### config.mk
export PLATFORM = sky130hd
export DESIGN_NAME = sync_fifo_param
export DESIGN_NICKNAME = d
export VERILOG_FILES = /design/src/rtl/sync_fifo_param.sv
export SDC_FILE = /design/constraint.sdc
export NUM_CORES = 1
export LEC_CHECK = 0
export CORE_MARGIN = 1
export CORE_UTILIZATION = 54
export DETAILED_ROUTE_END_ITERATION = 10
export PLACE_DENSITY = 0.74
export SETUP_SLACK_MARGIN = 0.4
export SLEW_MARGIN = 5
export SYNTH_ARGS = -nofsm -noshare
export SYNTH_HDL_FRONTEND = slang
export SYNTH_SLANG_ARGS = --single-unit
### constraint.sdc
create_clock -name clk_i -period 1.7 [get_ports clk_i]
set_input_delay 0.17 -clock clk_i [delete_from_list [all_inputs] [get_ports clk_i]]
set_output_delay 0.17 -clock clk_i [all_outputs]
set_load 0.05 [all_outputs]
### src/rtl/sync_fifo_param.sv
// Single-clock parametrised FIFO with fill count, threshold flags, optional
// first-word-fall-through read port, rejected-access pulses and synchronous flush.
module sync_fifo_param #(
  parameter int WIDTH         = 8,
  parameter int DEPTH         = 16,
  parameter int ADDRESS_WIDTH = $clog2(DEPTH),
  parameter int FWFT          = 0,
  parameter int AF_LEVEL      = DEPTH - 2,
  parameter int AE_LEVEL      = 2
) (
  input  logic                     clk_i,
  input  logic                     rst_n_i,
  input  logic                     clr_i,
  input  logic                     wr_en_i,
  input  logic [WIDTH-1:0]         wdata_i,
  input  logic                     rd_en_i,
  output logic [WIDTH-1:0]         rdata_o,
  output logic                     full_o,
  output logic                     empty_o,
  output logic                     almost_full_o,
  output logic                     almost_empty_o,
  output logic [ADDRESS_WIDTH:0]   count_o,
  output logic                     overflow_o,
  output logic                     underflow_o,
  output logic                     error_o
);

  typedef logic [ADDRESS_WIDTH:0] ptr_t;

  localparam ptr_t DEPTH_P = ptr_t'(DEPTH);
  localparam ptr_t AF_P    = ptr_t'(AF_LEVEL);
  localparam ptr_t AE_P    = ptr_t'(AE_LEVEL);

  logic [WIDTH-1:0] mem [DEPTH];
  ptr_t             wp, rp;
  ptr_t             count_q, count_nxt;
  logic             full_q, empty_q, af_q, ae_q;
  logic             ovf_q, unf_q, err_q;
  logic             wr_ok, rd_ok;
  logic [ADDRESS_WIDTH-1:0] wp_idx, rp_idx;

  assign wr_ok  = wr_en_i && !full_q;
  assign rd_ok  = rd_en_i && !empty_q;
  assign wp_idx = wp[ADDRESS_WIDTH-1:0];
  assign rp_idx = rp[ADDRESS_WIDTH-1:0];

  // NOTE: default assignment first so every path drives count_nxt and no latch is inferred.
  always_comb begin
    count_nxt = count_q;
    if (clr_i)                 count_nxt = '0;
    else if (wr_ok && !rd_ok)  count_nxt = count_q + 1'b1;
    else if (rd_ok && !wr_ok)  count_nxt = count_q - 1'b1;
  end

  // Flags decode the next count, so a flush (count_nxt = 0) restores their reset values.
  always_ff @(posedge clk_i or negedge rst_n_i) begin
    if (!rst_n_i) begin
      wp      <= '0;
      rp      <= '0;
      count_q <= '0;
      full_q  <= 1'b0;
      empty_q <= 1'b1;
      af_q    <= 1'b0;
      ae_q    <= 1'b1;
    end else begin
      if (clr_i) begin
        wp <= '0;
        rp <= '0;
      end else begin
        if (wr_ok) wp <= wp + 1'b1;
        if (rd_ok) rp <= rp + 1'b1;
      end
      count_q <= count_nxt;
      full_q  <= (count_nxt == DEPTH_P);
      empty_q <= (count_nxt == '0);
      af_q    <= (count_nxt >= AF_P);
      ae_q    <= (count_nxt <= AE_P);
    end
  end

  always_ff @(posedge clk_i or negedge rst_n_i) begin
    if (!rst_n_i) begin
      ovf_q <= 1'b0;
      unf_q <= 1'b0;
      err_q <= 1'b0;
    end else if (clr_i) begin
      ovf_q <= 1'b0;
      unf_q <= 1'b0;
      err_q <= 1'b0;
    end else begin
      ovf_q <= wr_en_i && full_q;
      unf_q <= rd_en_i && empty_q;
      err_q <= err_q || (wr_en_i && full_q) || (rd_en_i && empty_q);
    end
  end

  // NOTE: storage carries no reset; only pointers and count define which words are valid.
  always_ff @(posedge clk_i) begin
    if (wr_ok && !clr_i) mem[wp_idx] <= wdata_i;
  end

  generate
    if (FWFT != 0) begin : g_fwft
      assign rdata_o = mem[rp_idx];
    end else begin : g_reg
      logic [WIDTH-1:0] rdata_q;
      always_ff @(posedge clk_i or negedge rst_n_i) begin
        if (!rst_n_i)             rdata_q <= '0;
        else if (rd_ok && !clr_i) rdata_q <= mem[rp_idx];
      end
      assign rdata_o = rdata_q;
    end
  endgenerate

  // Occupancy implied by the wrapping pointers must always match the count register.
  assert property (@(posedge clk_i) disable iff (!rst_n_i) count_q == ptr_t'(wp - rp));

  assign full_o         = full_q;
  assign empty_o        = empty_q;
  assign almost_full_o  = af_q;
  assign almost_empty_o = ae_q;
  assign count_o        = count_q;
  assign overflow_o     = ovf_q;
  assign underflow_o    = unf_q;
  assign error_o        = err_q;

endmodule

==> out/summary.json <==
{
  "diodes": 0,
  "grt_pass1_wl_mm": 23.8,
  "drt_first_pass_iters": 5,
  "worst_slew_margin_rel_pct": 57.0,
  "yosys.area.top_type": "edfxtp_1",
  "maxCapViolations": 0,
  "worst_ep_required_time_ps": 2040,
  "synth_sequential_area_ratio_pct": 71.4,
  "insertion_delay_ps": 430,
  "dr.first_iter.drc_count": 401,
  "clock_period_minus_worst_slack_ps": 1680,
  "synthFlopType": "edfxtp_1",
  "design_power_total_mw": 11.5,
  "number_of_buffer_cells_added_on_primary_ports": 32,
  "syn-instance-count": 382,
  "core_sq_um": 11500,
  "grt-ovfl-total": 0,
  "grt_start_max_net_pins": 29,
  "synth_cell_types": 51,
  "htreeDepth": 4,
  "routed_wirelength_mm": 15.4,
  "vias_per_cell": 6.00,
  "grt_util_all_layers_pct": 26.6,
  "fraction_of_layout_cells_with_a_size_suffix_above_1_pct": 47.7,
  "floorplan.initialDensity_pct": 55.5,
  "result_of_the_run": "finished clean",
  "slew_viol_final": 0,
  "cellLeakagePower_nw": 3.02,
  "setup_repair_after_global_routing_missed_its_margin": "yes",
  "utilization_pct": 76.2,
  "postSynthRegisterBits": 156,
  "largest_cells_by_area_after_synthesis": "edfxtp_1, dfrtp_1, mux4_2",
  "netlist_area_sq_um": 6370,
  "routed-via-count": 3932,
  "synth_fp_nets": 402,
  "design.die.area_sq_um": 12200,
  "critPathKind": "flop to flop",
  "fill_cells": 602,
  "place_hpwl_mm": 9.34,
  "antenna_found_initial": 0,
  "cts.root.buffer_cell": "clkbuf_16",
  "worstPathMaxFanout": 4,
  "cts-hold-fix-buffers": 0,
  "synth-async-reset-ratio_pct": 17.9,
  "syn_avg_cell_area_sq_um": 16.7,
  "max-vdd-ir-drop_v": 0.00125,
  "routedWlPerCell_um": 23.5,
  "synth-edff-count": 128,
  "timing.final.crit_share_pct": 98.7,
  "die_height_um": 111,
  "yosysMostFrequentCell": "edfxtp_1",
  "crit_arrival_ps": 2020,
  "gp_congestion": 0.819,
  "fmax_ghz": 0.596,
  "clock_tree.buffer_depth": 2,
  "worst_setup_path_end_kind": "flop",
  "setup_viol_count_final": 0,
  "die-width_um": 111,
  "synthesis.yosys.warnings": 0,
  "areaGrowthSynthToFinish_pct": 37.2,
  "drt_drc_violations_left": 0,
  "path_clk_slew_ps": 60,
  "via_count_of_the_first_global_routing_pass": 4134,
  "worst_clock_skew_ps": 11.4,
  "ioPinCount": 33,
  "power_density_nw_per_um2": 1320,
  "yosys.area.top_type_share_pct": 60.4,
  "worst_setup_path_start_kind": "flop",
  "timing.hold.worst.class": "input port to asynchronous set/reset pin",
  "finalNetCount": 519,
  "netlist_top_cells_count": "edfxtp_1, nor2_1, mux2i_1",
  "tritoncts_clock_tree": "built",
  "drtAntennaViolNets": 0,
  "tritoncts_num_sinks": 156,
  "cts_buffers": 17,
  "worst-slew-pin-transition_ps": 643,
  "timing_hold_violations_final": 0,
  "num_rows": 39
}
## kinds of logic (layout without fill, tap and decap cells)
| logic type | after synthesis | count (layout) | share of synthesized area (%) |
|---|---|---|---|
| XOR/XNOR | 9 | 9 | 1.24 |
| AO/OA/AOI/OAI | 53 | 53 | 5.80 |
| AND/OR/NAND/NOR | 83 | 83 | 6.68 |
| adder cells (fa/ha/maj) | 7 | 7 | 1.38 |
| buffers and inverters | 25 | 155 | 2.10 |
| multiplexers | 49 | 49 | 11.4 |
| flip-flops | 156 | 156 | 71.4 |
## area by class of cell
type | instances | area (sq um) | area share, %
inverters | 8 | 35.0 | 0.401
well taps | 143 | 179 | 2.05
clock buffers | 17 | 425 | 4.87
multi-input cells | 201 | 2150 | 24.7
flip-flops and latches | 156 | 4550 | 52.1
clock inverters | 15 | 173 | 1.98
repair buffers | 115 | 1210 | 13.9
## cells in the final DEF, fill, tap and decap left out, types with 5 or more instances in the layout
master and instances:
dfrtp_1 20, clkbuf_16 17, buf_12 16, mux4_2 18
nor2b_2 5, buf_6 18, ha_1 5, buf_2 8
buf_4 53, nor2_1 16, dfrtp_2 6, edfxtp_1 128
mux2i_1 22, a22oi_1 5, nor2_4 18, o21ai_1 13
mux2i_2 5, a32oi_1 6, nor2b_1 5, a22oi_2 10
clkdlybuf4s50_1 12, clkinvlp_4 6, nand2_1 6, buf_8 7
## critical path, cell delays in order (launching register included)
cell and delay, ps:
dfstp_2 600, nand2b_4 180, nand3_2 90, o22a_1 250
mux2_4 330, a211oi_2 150
## final timing paths
check | start | slack (ps) | endpoint | cells past startpoint
max reg2reg | empty_o | 20 | empty_o | 5
max in group asynchronous | rst_n_i | 1240 | empty_o | 2
min in group clk_i | wr_en_i | 470 | overflow_o | 2
max | empty_o | 20 | empty_o | 5
min reg2reg | error_o | 490 | error_o | 1
min | rst_n_i | 130 | almost_full_o | 2
## metal layers
metal	GRT usage [%]	up-vias	wire [um]
li1	-	1720	-
met1	35.0	2015	6240
met2	44.0	170	8030
met3	5.60	27	837
met4	9.51	0	310
met5	0	-	0
## what timing repair did
action / CTS / global route
buffers inserted: 18 / 4
gates cloned: 1 / 0
pin swaps: 18 / 22
gates resized for setup: 90 / 55
endpoints found under the setup margin: 161 / 156
## where the power goes
group | internal (mW) | leakage, nW | switching, mW
clock network | 2.30 | 0.277 | 1.53
logic | 1.40 | 1.23 | 1.70
registers | 4.37 | 1.51 | 0.213
## per-stage QoR
step / hold slack (ps) / std cells / setup WS (ps) / area [sq um] / TNS [ps]
after floorplan: -126 / 382 / -81.7 / 6580 / -3440
after global placement: 484 / 600 / -163 / 7500 / -12610
after detailed placement: 490 / 600 / -213 / 7500 / -13780
after CTS: 142 / 651 / 35.0 / 8490 / 0
after global routing: 161 / 655 / -57.0 / 8730 / -119
final: 131 / 655 / 22.5 / 8730 / 0
## flip-flops by register name (all words and copies together) (netlist names)
name,count
count_o,5
full_o,1
mem,128
almost_full_o,1
wp,4
rdata_o,8
overflow_o,1
empty_o,1
underflow_o,1
rp,4
almost_empty_o,1
error_o,1
Note: power is estimated with default switching activity, not from simulation.
